--- src/rtl/hrange_arbiter.sv ---
// hrange_arbiter: shares one ready/valid range generator between two requesters.
//
// A requester pulses reqk_start with its argument reqk_n. The argument is
// latched and the requester is marked pending. From IDLE the arbiter grants one
// pending requester, using round-robin when both are waiting. It then pulses
// gen_start for one cycle (LAUNCH). In STREAM it connects the generator's
// ready/valid stream and done pulse to the granted requester until gen_done.
//
// Ports
//   _clock, _reset          clock, asynchronous active-high reset
//   reqk_start, reqk_n      request pulse and its argument (k = 0, 1)
//   reqk_ready              requester k accepts the item on out0/out1
//   reqk_valid, reqk_done   item valid / sequence-complete pulse for requester k
//   reqk_busy               requester k is pending or currently granted
//   out0, out1              shared output bus; wired straight from the generator
//   gen_start, gen_n        generator launch pulse and argument
//   gen_ready               backpressure to the generator
//   gen_valid, gen_done     generator item valid / completion pulse
//   gen_out0, gen_out1      generator output tuple
//
// Handshake: an item transfers on a rising edge where reqk_valid and
// reqk_ready are both high. valid is never withdrawn while waiting for ready.
// In STREAM, gen_ready is the granted requester's ready, so a transfer at the
// requester side is also the same transfer at the generator side.
module hrange_arbiter #(
  parameter int W = 32
) (
  input  logic                _clock,
  input  logic                _reset,
  input  logic                req0_start,
  input  logic                req1_start,
  input  logic signed [W-1:0] req0_n,
  input  logic signed [W-1:0] req1_n,
  input  logic                req0_ready,
  input  logic                req1_ready,
  output logic                req0_valid,
  output logic                req1_valid,
  output logic                req0_done,
  output logic                req1_done,
  output logic                req0_busy,
  output logic                req1_busy,
  output logic signed [W-1:0] out0,
  output logic signed [W-1:0] out1,
  output logic                gen_start,
  output logic signed [W-1:0] gen_n,
  output logic                gen_ready,
  input  logic                gen_valid,
  input  logic                gen_done,
  input  logic signed [W-1:0] gen_out0,
  input  logic signed [W-1:0] gen_out1
);

  typedef enum logic [1:0] {
    IDLE   = 2'd0,
    LAUNCH = 2'd1,
    STREAM = 2'd2
  } state_t;

  state_t              state, state_next;
  logic                pending0, pending1;
  logic signed [W-1:0] n0, n1;
  logic                grant, grant_next;
  logic                last, last_next;
  logic                take0, take1;
  logic                accept0, accept1;

  // A start is only honoured when the requester has nothing outstanding;
  // otherwise it is dropped and the latched argument is left untouched.
  assign accept0 = req0_start & ~req0_busy;
  assign accept1 = req1_start & ~req1_busy;

  assign req0_busy = pending0 | ((state != IDLE) & ~grant);
  assign req1_busy = pending1 | ((state != IDLE) &  grant);

  assign gen_n = grant ? n1 : n0;
  assign out0  = gen_out0;
  assign out1  = gen_out1;

  always_comb begin
    state_next = state;
    grant_next = grant;
    last_next  = last;
    take0      = 1'b0;
    take1      = 1'b0;
    gen_start  = 1'b0;
    gen_ready  = 1'b0;
    req0_valid = 1'b0;
    req1_valid = 1'b0;
    req0_done  = 1'b0;
    req1_done  = 1'b0;
    case (state)
      IDLE: begin
        if (pending0 && pending1) begin
          // Round-robin: the requester not served last goes first.
          grant_next = ~last;
          take0      = last;
          take1      = ~last;
          state_next = LAUNCH;
        end else if (pending0) begin
          grant_next = 1'b0;
          take0      = 1'b1;
          state_next = LAUNCH;
        end else if (pending1) begin
          grant_next = 1'b1;
          take1      = 1'b1;
          state_next = LAUNCH;
        end
      end
      LAUNCH: begin
        gen_start  = 1'b1;
        state_next = STREAM;
      end
      STREAM: begin
        if (grant) begin
          gen_ready  = req1_ready;
          req1_valid = gen_valid;
          req1_done  = gen_done;
        end else begin
          gen_ready  = req0_ready;
          req0_valid = gen_valid;
          req0_done  = gen_done;
        end
        if (gen_done) begin
          last_next  = grant;
          state_next = IDLE;
        end
      end
      default: state_next = IDLE;
    endcase
  end

  always_ff @(posedge _clock or posedge _reset) begin
    if (_reset) begin
      state    <= IDLE;
      pending0 <= 1'b0;
      pending1 <= 1'b0;
      n0       <= '0;
      n1       <= '0;
      grant    <= 1'b0;
      last     <= 1'b1;
    end else begin
      state    <= state_next;
      grant    <= grant_next;
      last     <= last_next;
      // accept and take never coincide for one requester: accept needs the
      // flag clear, take needs it set.
      pending0 <= (pending0 & ~take0) | accept0;
      pending1 <= (pending1 & ~take1) | accept1;
      if (accept0) n0 <= req0_n;
      if (accept1) n1 <= req1_n;
    end
  end

endmodule

--- config.mk ---
export PLATFORM = sky130hd
export DESIGN_NAME = hrange_arbiter
export DESIGN_NICKNAME = d
export VERILOG_FILES = /design/src/rtl/hrange_arbiter.sv
export SDC_FILE = /design/constraint.sdc
export NUM_CORES = 1
export LEC_CHECK = 0
export BUFFER_PORTS_ARGS = -buffer_cell sky130_fd_sc_hd__buf_2
export CORE_MARGIN = 8
export CORE_UTILIZATION = 38
export CTS_CLUSTER_SIZE = 28
export DETAILED_ROUTE_END_ITERATION = 10
export PLACE_DENSITY = 0.75
export SKIP_LAST_GASP = 1
export SYNTH_ARGS = -nofsm -noshare
export SYNTH_HDL_FRONTEND = slang
export SYNTH_SLANG_ARGS = --single-unit
--- constraint.sdc ---
create_clock -name _clock -period 2.1 [get_ports _clock]
set_clock_uncertainty 0.2 [all_clocks]
set_input_delay 0.315 -clock _clock [delete_from_list [all_inputs] [get_ports _clock]]
set_output_delay 0.315 -clock _clock [all_outputs]
set_load 0.01 [all_outputs]
==> key figures, run 1 <==
Status
  – Status: finished clean

Clock network
  – Sink Count: 70
  – Clock-pin slew on the worst setup and hold paths: 0.07 ns
  – CTS H-tree lvls: 3
  – Clk buf depth: 2
  – TritonCTS buffer count: 9
  – CTS tree: built
  – Root buf cell: clkbuf_8
  – Clk Latency, worst-skew pair: roughly 0.35 ns

Setup path
  – CP max stage cell: dfrtp_2
  – CP startpoint kind: flop
  – Critical path capture point type: output port
  – CP max stage delay: 0.45 ns
  – Critical Path Fanout Max: 23
  – Crit path kind: reg -> out
  – FF-to-FF Start: grant
  – Crit path buffers/inverters: 2
  – Critical Path RT: 1.58 ns
  – Crit path from: grant
  – Crit-path cells: buf_12 -> mux2_2 -> buf_2
  – Crit path arrival time: ~1.5 ns
  – Crit-path leading delay family: flip-flops

Logic synthesis
  – Avg Inst Size Synth: ~14 µm²
  – Post-synth top area share: 0.4501
  – Sequential share of the synthesized area: 0.4569
  – Async SR Flop Fraction: 1.000
  – Yosys warning count: 0
  – Area leader, netlist: dfrtp_1
  – Top cells by count, synth: dfrtp_1 (69), buf_4 (64), mux2_4 (60)
  – Post-synthesis cell area: between 3000 and 4000 µm²
  – Unique cell type count in the Yosys netlist: 24
  – Dominant cells by area after synthesis: dfrtp_1 (45%), mux2_4 (23%), buf_4 (13%)
  – Most common cell in the netlist: dfrtp_1
  – Number of synthesized flops with an enable pin: 0
  – Post-Synthesis Net Count: ~400
  – Top FF cell, synth: dfrtp_1
  – Post-Synthesis Cells: 270
  – Yosys reg bits: 70

Placement
  – Buffers on Ports: between 100 and 150
  – Placed cells: 448
  – Gpl congestion: between 0.7 and 0.8
  – HPWL after DPL: approximately 6300 µm

Timing
  – TNS Setup: 0 ns
  – Slew Limit Fails: 0
  – Max-slew headroom: 0.6831
  – Min Tclk post-route: ~2.0 ns
  – RSZ-0062 raised after global routing: no
  – Max Freq: ~0.5 GHz
  – Final Hold Vio Count: 0
  – Slew @ Worst Pin: roughly 0.48 ns
  – # setup viols final: 0
  – Crit share post-route: 0.9590

Die
  – CORE AREA: 9774 µm²
  – Site Rows: 36
  – Die W: between 100 and 150 µm
  – Die H: approximately 120 µm
  – Die area: 13570 µm²
  – Starting Density: 0.3925
  – I/O pins: 240

Detailed routing
  – Final ANT Viol Nets: 0
  – Met3 wire length: between 800 and 900 µm
  – DRC violations left: 0
  – Routed wl met2: around 4700 µm
  – DRT Wirelength: about 9600 µm
  – Metal-1 WL: ~3800 µm
  – Routed length per instance: approximately 18 µm
  – Post-DR vias/cell: 4.549
  – Iter 0 DRT Violations: a little under 70
  – Routed via count: 2420
  – TritonRoute pass-1 iters: 4
  – Top Metal Used: met4

Layout
  – Fill cells: ~840
  – Layout cells sized above 1: 0.6015
  – Final Util: 0.5133
  – # nets final: 530
  – Area of the multi-input gates: approximately 1500 µm²
  – Layout area overhead: 30.79%
  – Finished Layout Cells: between 500 and 600
  – N_diodes: 0
  – Sequential cell area: 1754 µm²

Pwr
  – Total Power: approximately 7500 µW
  – Static leakage: roughly 0.0025 µW
  – PD cells: between 1000 and 1500 nW/µm²
  – Max VDD drop: 654.2 µV

Min path
  – Min-delay src: req0_start
  – Tightest Hold Check Type: in -> reg

Global route
  – Largest net degree at the start of global routing: 38
  – Vias in the first global route: a little under 3000
  – Initial antenna violation count: 0
  – First-pass GRT wire length: around 15000 µm
  – GRT Util Overall: 0.1475
  – Remaining Overflow, GRT: 0

Job
  – Max_cap viols: 0
## power by group
part           switching (µW)  internal (µW)  leakage (µW)
Clock                     509            939      0.000132
Combinational            1340           2170       0.00158
Sequential                450           2050      0.000824
Total                    2300           5160       0.00254
## path summary, 6_finish.rpt
| kind | end | slack, ns | depth (start not counted) |
|---|---|---|---|
| worst max-delay path | gen_n[24] | 0.09 | 3 |
| worst min-delay path | pending0 | 0.10 | 3 |
| worst max register to register | n0[16] | 0.14 | 5 |
| worst min register to register | n0[7] | 0.31 | 1 |
| max in group asynchronous | n1[18] | 0.92 | 4 |
| min in group asynchronous | n0[0] | 0.43 | 4 |
## routing by layer
metal,track usage,up-vias
li1,-,1107
met2,0.2473,98
met1,0.1593,1170
met3,0.04550,45
met5,0,-
met4,0.09421,0
## timing repair
action | CTS | global route
gates resized for setup | 2 | 2
buffers inserted | 2 | 0
hold buffers | 66 | 0
setup endpoints to repair | 28 | 15
hold endpoints to repair | 134 | 0
## worst reg2reg max path: cells and delay by family (launching register included)
kind / cells / cell delay (ns)
AND/OR/NAND/NOR: 1 / 0.10
flip-flops: 1 / 0.47
buffers and inverters: 2 / 0.48
AO/OA/AOI/OAI: 1 / 0.22
multiplexers: 1 / 0.38
## flip-flops by register name, indices dropped and copies added (netlist names)
name / count
pending0: 1
n1: 32
grant: 1
state: 2
last: 1
n0: 32
pending1: 1
## cell type report
class                           count  area share
Inverter                            1    0.001496
Clock buffer                       10     0.02743
Tap cell                          133     0.03317
Sequential cell                    70      0.3496
Clock inverter                      6     0.02643
Timing Repair Buffer              187      0.2606
Multi-Input combinational cell    125      0.3012
## per-stage QoR
stage	area, µm²	hold slack, ns	worst slack [ns]
after floorplan	3840	0.2113	0.4266
after global placement	4055	0.2550	0.2723
after detailed placement	4055	0.2662	0.2390
after CTS	5009	0.07432	0.01734
after global routing	5017	0.1042	0.006081
final	5017	0.1026	0.08611
## layout by cell type (no fill, tap or decap), types with 4 or more instances in the layout
cell and count:
clkbuf_8 10, buf_4 8, nor2_1 4, dfrtp_1 68
buf_2 111, dlygate4sd3_1 66, mux2_2 36, mux2_4 60
bufinv_16 4
## logic make-up after synthesis
group,Yosys count,share of synthesized area
buffers and inverters,75,0.1491
muxes,97,0.3431
AOI/OAI and AO/OA,11,0.01990
and+or+nand+nor,17,0.03099
DFF,70,0.4569
No activity file was read; power rests on OpenSTA's default activity.
==> inputs of run 2 (changes only) <==
--- a/config.mk
+++ b/config.mk
@@ -5,12 +5,14 @@
 export SDC_FILE = /design/constraint.sdc
 export NUM_CORES = 1
 export LEC_CHECK = 0
+export ABC_AREA = 1
 export BUFFER_PORTS_ARGS = -buffer_cell sky130_fd_sc_hd__buf_2
 export CORE_MARGIN = 8
 export CORE_UTILIZATION = 38
 export CTS_CLUSTER_SIZE = 28
 export DETAILED_ROUTE_END_ITERATION = 10
 export PLACE_DENSITY = 0.75
+export SKIP_CTS_REPAIR_TIMING = 1
 export SKIP_LAST_GASP = 1
 export SYNTH_ARGS = -nofsm -noshare
 export SYNTH_HDL_FRONTEND = slang
==> run 2 against run 1 <==
  * Register-to-register slack better by 0.24 ns
  * Routed wire length is 15% higher
  * Sequential power is 4% lower
  * Combinational power shrank 9.4%
  * Global-route usage increased by 1.7 points
  * Synthesized cell count rose by 82%
  * Non-clock buffer count fell by 58
  * Largest cell class unchanged
  * Design area is 15% lower
  * Total power decreased by 11%
  * Critical endpoint is now gen_n[0]
==> key figures, run 2 <==
Status
  – Status: finished clean

Die
  – Die W: 116.4 µm (about the same)
  – Die area: 13550 µm² (-0.11%)
  – Site Rows: 36 (unchanged)
  – I/O pins: 240 (unchanged)
  – Starting Density: 0.3920 (-0.0005121)
  – Die H: 116.4 µm (about the same)
  – CORE AREA: 9774 µm² (unchanged)

Layout
  – # nets final: 671 (+27%)
  – Final instance area: 4267 µm² (-15%)
  – N_diodes: 0 (unchanged)
  – Layout area overhead: 11.37%
  – Most common cell after layout, fill and taps aside: nand2_1
  – Most frequent cells in the layout: nand2_1 (232), buf_2 (111), dfrtp_1 (68)
  – Top Registers: n0: 32 flops, n1: 32 flops, state: 2 flops
  – Layout cells sized above 1: 0.2796 (-0.3219)

Logic synthesis
  – Number of synthesized flops with an enable pin: 0 (unchanged)
  – Dominant cells by area after synthesis: dfrtp_1 (45%), nand2_1 (23%), buf_4 (13%)
  – Async SR Flop Fraction: 1.000 (unchanged)
  – Unique cell type count in the Yosys netlist: 20 (-17%)
  – Post-Synthesis Net Count: 628 (+55%)
  – Most common cell in the netlist: nand2_1
  – Avg Inst Size Synth: 7.787 µm² (-45%)
  – Post-Synthesis Cells: 492 (+82%)
  – Top FF cell, synth: dfrtp_1
  – Yosys warning count: 0 (unchanged)
  – Area leader, netlist: dfrtp_1
  – Post-synthesis cell area: 3831 µm² (-0.13%)
  – Yosys reg bits: 70 (unchanged)
  – Post-synth top area share: 0.4507 (+0.0005880)
  – Top cells by count, synth: nand2_1 (232), dfrtp_1 (69), buf_4 (64), nand4_1 (64), clkbuf_1 (15)
  – Sequential share of the synthesized area: 0.4575 (+0.0005969)

Min path
  – Hold path cells: 3 (unchanged)
  – Tightest Hold Check Type: in -> reg

Detailed routing
  – TritonRoute pass-1 iters: 5 (+1)
  – Iter 0 DRT Violations: 248 (+260%)
  – Routed length per instance: 16.47 µm (-8.7%)
  – Routed via count: 3364 (+39%)
  – DRC violations left: 0 (unchanged)
  – DRT Wirelength: 11090 µm (+15%)
  – Post-DR vias/cell: 4.999 (+9.9%)
  – Final ANT Viol Nets: 0 (unchanged)

Global route
  – Initial antenna violation count: 0 (unchanged)
  – Largest net degree at the start of global routing: 71 (+87%)
  – Remaining Overflow, GRT: 0 (unchanged)
  – GRT Util Overall: 0.1646 (+0.01708)
  – First-pass GRT wire length: 17280 µm (+14%)
  – Vias in the first global route: 3290 (+14%)

Timing
  – Max-slew headroom: 0.7493 (+0.06622)
  – Worst Slack Setup Final: 0.1351 ns (+0.04895 ns)
  – WHS: 0.01510 ns (-0.08752 ns)
  – RSZ-0062 raised after global routing: yes
  – Min Tclk post-route: 1.965 ns (-0.04895 ns)
  – Final Hold Vio Count: 0 (unchanged)
  – Slew @ Worst Pin: 0.3760 ns (-0.09933 ns)
  – # setup viols final: 0 (unchanged)
  – Crit share post-route: 0.9357 (-0.02331)
  – Max Freq: 0.5089 GHz (+2.5%)
  – Slew Limit Fails: 0 (unchanged)

Setup path
  – CP startpoint kind: flop
  – R2R depth: 6 (+1)
  – Crit path arrival time: 1.45 ns (-0.05 ns)
  – Crit path kind: reg -> out
  – Critical Path Fanout Max: 31 (+35%)
  – Critical Path RT: 1.58 ns (about the same)
  – Critical path capture point type: output port

Pwr
  – PD cells: 1562 nW/µm² (+5.1%)
  – Total Power: 6666 µW (-11%)
  – Max VDD drop: 448.0 µV (-32%)
  – Static leakage: 0.002414 µW (-4.8%)

Placement
  – HPWL after DPL: 8394 µm (+32%)
  – Pre-CTS setup slack: 0.3907 ns (+0.1517 ns)
  – Buffers on Ports: 111 (unchanged)
  – Area after DPL: 4046 µm² (-0.22%)
  – Gpl congestion: 0.8767 (+15%)

Clock network
  – CTS tree: built
  – TritonCTS buffer count: 9 (unchanged)
  – CTS H-tree lvls: 3 (unchanged)
  – Clock-pin slew on the worst setup and hold paths: 0.08 ns (about the same)
  – Clk Latency, worst-skew pair: 0.34 ns (about the same)
  – Clk buf depth: 2 (unchanged)
  – Root buf cell: clkbuf_8
  – Sink Count: 70 (unchanged)

Job
  – Max_cap viols: 0 (unchanged)
[run 2: cell count changes in the layout (fill, tap and decap cells not counted), moves of 3 or more]
| cell | delta |
|---|---|
| buf_4 | +7 |
| mux2_2 | -36 |
| a31oi_1 | -3 |
| bufinv_16 | -3 |
| nand2b_1 | -3 |
| dlygate4sd3_1 | -64 |
| nand2_1 | +229 |
| mux2_4 | -60 |
| o21ai_0 | +4 |
| nand4_1 | +64 |
| inv_1 | +6 |
[run 2: layer usage]
layer | wire length, µm | global-route usage | vias to the layer above
li1 | - | - | 1613
met1 | 4646 | 0.2078 | 1600
met2 | 5528 | 0.2619 | 127
met3 | 617 | 0.02896 | 24
met4 | 293 | 0.09075 | 0
met5 | 0 | 0 | -
[run 2: worst max-delay path: stages (launching register included)]
cell and delay, ns:
dfrtp_1 0.38, buf_4 0.32, nand2_1 0.15, nand2_1 0.11, buf_2 0.15
[run 2: final cells by class]
cell class | instances | area [µm²]
Sequential cell | 70 | 1754
Tap cell | 133 | 166.4
Inverter | 10 | 41.29
Timing Repair Buffer | 129 | 708.2
Fill cell | 1023 | 5508
Clock inverter | 7 | 75.07
Clock buffer | 9 | 123.9
Multi-Input combinational cell | 315 | 1398
[run 2: final timing paths]
kind                             from       end  slack (ns)
max reg2reg                     grant    n1[11]        0.38
min                        req0_n[23]    n0[23]        0.02
min reg2reg                     n1[0]     n1[0]        0.27
min in group asynchronous      _reset    n0[25]        0.40
max in group asynchronous      _reset      last        0.96
max                             grant  gen_n[0]        0.14
[run 2: logic make-up (layout without fill, tap and decap cells)]
| group | Yosys count | count (layout) | synth area share |
|---|---|---|---|
| AND/OR/NAND/NOR | 305 | 305 | 0.3445 |
| buffers and inverters | 107 | 155 | 0.1777 |
| flip-flops | 70 | 70 | 0.4575 |
| AO/OA/AOI/OAI | 10 | 10 | 0.02025 |
[run 2: power by group]
part / internal [µW] / switching [µW] / total, µW
registers: 2000 / 404 / 2410
logic: 1120 / 2060 / 3180
clock network: 549 / 529 / 1080
[run 2: metrics by stage]
stage / setup TNS (ns) / util / cells
4_1_cts: 0 / 0.4343 / 671
6_report: 0 / 0.4365 / 673
5_1_grt: -0.001595 / 0.4365 / 673
3_3_place_gp: 0 / 0.4140 / 655
3_5_place_dp: 0 / 0.4140 / 655
2_1_floorplan: 0 / - / 492
==> inputs of run 3 (changes only) <==
--- a/config.mk
+++ b/config.mk
@@ -8,10 +8,10 @@
 export ABC_AREA = 1
 export BUFFER_PORTS_ARGS = -buffer_cell sky130_fd_sc_hd__buf_2
 export CORE_MARGIN = 8
-export CORE_UTILIZATION = 38
+export CORE_UTILIZATION = 39
 export CTS_CLUSTER_SIZE = 28
 export DETAILED_ROUTE_END_ITERATION = 10
-export PLACE_DENSITY = 0.75
+export PLACE_DENSITY = 0.77
 export SKIP_CTS_REPAIR_TIMING = 1
 export SKIP_LAST_GASP = 1
 export SYNTH_ARGS = -nofsm -noshare
==> run 3 against run 2 <==
  * Clock power hardly changed
  * Sequential power hardly changed
  * Core utilization is 1.8 points higher
  * Critical path type unchanged
  * First-iteration DRC count is 5.6% higher
  * Sequential cell count stayed put
  * Non-clock buffer count is 9 higher
  * Via count is 1.8% higher
  * Cell count is 1.3% higher
  * Critical endpoint is now req1_busy
  * Setup slack worse by 0.062 ns
  * Critical path depth is 1 higher
==> key figures, run 3 (synthesized netlist as in run 2, its figures left out) <==
Placement
  – Placed cells: 656 (+0.15%)
  – Pre-CTS setup slack: 0.3304 ns (-0.06028 ns)
  – Gpl congestion: 0.7953 (-9.3%)
  – HPWL after DPL: 8320 µm (-0.89%)
  – Area after DPL: 4079 µm² (+0.80%)
  – Buffers on Ports: 111 (unchanged)

Timing
  – WHS: 0.01421 ns (-0.0008951 ns)
  – Slew Limit Fails: 0 (unchanged)
  – Slew @ Worst Pin: 0.3915 ns (+0.01546 ns)
  – Worst Slack Setup Final: 0.07289 ns (-0.06217 ns)
  – # setup viols final: 0 (unchanged)
  – Crit share post-route: 0.9653 (+0.02961)
  – Max Freq: 0.4933 GHz (-3.1%)
  – RSZ-0062 raised after global routing: yes
  – Min Tclk post-route: 2.027 ns (+0.06217 ns)
  – Final Hold Vio Count: 0 (unchanged)
  – Max-slew headroom: 0.7390 (-0.01031)

Die
  – Starting Density: 0.3975 (+0.005495)
  – Die area: 13250 µm² (-2.2%)
  – Die H: 115.1 µm (-1.1%)
  – Die W: 115.1 µm (-1.1%)
  – CORE AREA: 9639 µm² (-1.4%)
  – Site Rows: 36 (unchanged)
  – I/O pins: 240 (unchanged)

Clock network
  – Root buf cell: clkbuf_8
  – Clk Latency, worst-skew pair: 0.35 ns (about the same)
  – CTS H-tree lvls: 3 (unchanged)
  – CTS tree: built
  – Sink Count: 70 (unchanged)
  – TritonCTS buffer count: 9 (unchanged)
  – Clock-pin slew on the worst setup and hold paths: 0.09 ns (about the same)
  – Clk buf depth: 2 (unchanged)

Setup path
  – CP startpoint kind: flop
  – Crit-path cells: buf_12 -> o21ai_4 -> buf_4 -> nand2_1 -> buf_2
  – Crit path buffers/inverters: 3 (+1)
  – CP max stage cell: dfrtp_1
  – Worst R2R Setup Slack: 0.37 ns (about the same)
  – Crit path kind: reg -> out
  – CP max stage delay: 0.44 ns (+0.06 ns)
  – Critical Path Fanout Max: 37 (+19%)
  – Crit-path leading delay family: buffers and inverters
  – Critical path depth: 5 (+1)
  – Crit path arrival time: 1.51 ns (+0.06 ns)
  – Critical Path RT: 1.58 ns (about the same)
  – Critical path capture point type: output port
  – R2R depth: 6 (unchanged)

Pwr
  – Sw power: 3034 µW (+1.2%)
  – PD cells: 1548 nW/µm² (-0.92%)
  – Static leakage: 0.002463 µW (+2.0%)
  – Comb power frac: 0.484 (+0.007)
  – Internal: 3748 µW (+2.2%)
  – Sw frac: 0.4473 (-0.002254)
  – Max VDD drop: 468.9 µV (+4.7%)
  – Flop pwr share: 0.354 (-0.007)
  – Clock power frac: 0.163 (about the same)

Layout
  – Most frequent cells in the layout: nand2_1 (232), buf_2 (111), dfrtp_1 (68)
  – Final Util: 0.4546 (+0.01806)
  – Finished Layout Cells: 682 (+1.3%)
  – Sequential cell area: 1754 µm² (unchanged)
  – Area of the multi-input gates: 1398 µm² (unchanged)
  – Layout area overhead: 14.37%
  – Final instance area: 4382 µm² (+2.7%)
  – Top Registers: n0: 32 flops, n1: 32 flops, state: 2 flops
  – Most common cell after layout, fill and taps aside: nand2_1
  – Layout cells sized above 1: 0.2750 (-0.004584)
  – Fill cells: 1019 (-0.39%)
  – N_diodes: 0 (unchanged)
  – # nets final: 680 (+1.3%)

Global route
  – Remaining Overflow, GRT: 0 (unchanged)
  – Initial antenna violation count: 0 (unchanged)
  – Vias in the first global route: 3522 (+7.1%)
  – GRT Util Overall: 0.1748 (+0.01020)
  – Largest net degree at the start of global routing: 71 (unchanged)
  – First-pass GRT wire length: 18030 µm (+4.4%)

Min path
  – Hold path cells: 3 (unchanged)
  – Tightest Hold Check Type: in -> reg

Detailed routing
  – Routed length per instance: 16.93 µm (+2.8%)
  – DRC violations left: 0 (unchanged)
  – Iter 0 DRT Violations: 262 (+5.6%)
  – Post-DR vias/cell: 5.021 (+0.44%)
  – Final ANT Viol Nets: 0 (unchanged)
  – DRT Wirelength: 11540 µm (+4.1%)
  – Routed via count: 3424 (+1.8%)
  – TritonRoute pass-1 iters: 5 (unchanged)

Status
  – Status: finished clean

Job
  – Max_cap viols: 0 (unchanged)
## run 3: cell types whose count changed in the layout (fill, tap and decap cells not counted), sizes merged
cell / previous run / this run
inv: 7 / 8
buf: 127 / 128
dlygate4sd3: 2 / 10
clkbuf: 9 / 10
clkinv: 5 / 4
clkinvlp: 4 / 3
## run 3: path summary, 6_finish.rpt
path	from	endpoint
setup / recovery	grant	req1_busy
hold / removal	req0_n[29]	n0[29]
setup reg to reg	grant	n1[8]
hold reg to reg	n1[3]	n1[3]
max in group asynchronous	_reset	last
min in group asynchronous	_reset	n0[0]
## run 3: power by group through the flow
stage	sequential [µW]	clock (µW)	combinational, µW
floorplan	2300	0	2240
global placement	2380	0	3220
detailed placement	2410	0	3300
CTS	2390	1140	3320
global route	2470	1210	3700
finish	2400	1100	3280
## run 3: tightest hold or removal path, stage by stage
cell	delay (ns)
buf_2	0.10
nand4_1	0.07
nand2_1	0.05
## run 3: layer usage
layer | part of all wire | GRT usage
met3 | 0.090 | 0.06040
met4 | 0.027 | 0.07881
met2 | 0.49 | 0.2857
met1 | 0.39 | 0.2028
met5 | 0 | 0
## run 3: cell type report
cell class | count | area share
sequential | 70 | 0.4003
multi-input combinational | 315 | 0.3190
timing repair buffer | 138 | 0.1873
tap | 133 | 0.03798
clock buffer | 10 | 0.02913
clock inverter | 6 | 0.01628
inverter | 10 | 0.009994
## run 3: through the flow
step | setup TNS (ns) | power [µW]
floorplan | 0 | 4534
global placement | 0 | 5597
detailed placement | 0 | 5710
CTS | -0.01923 | 6845
global route | -0.01754 | 7369
finish | 0 | 6783
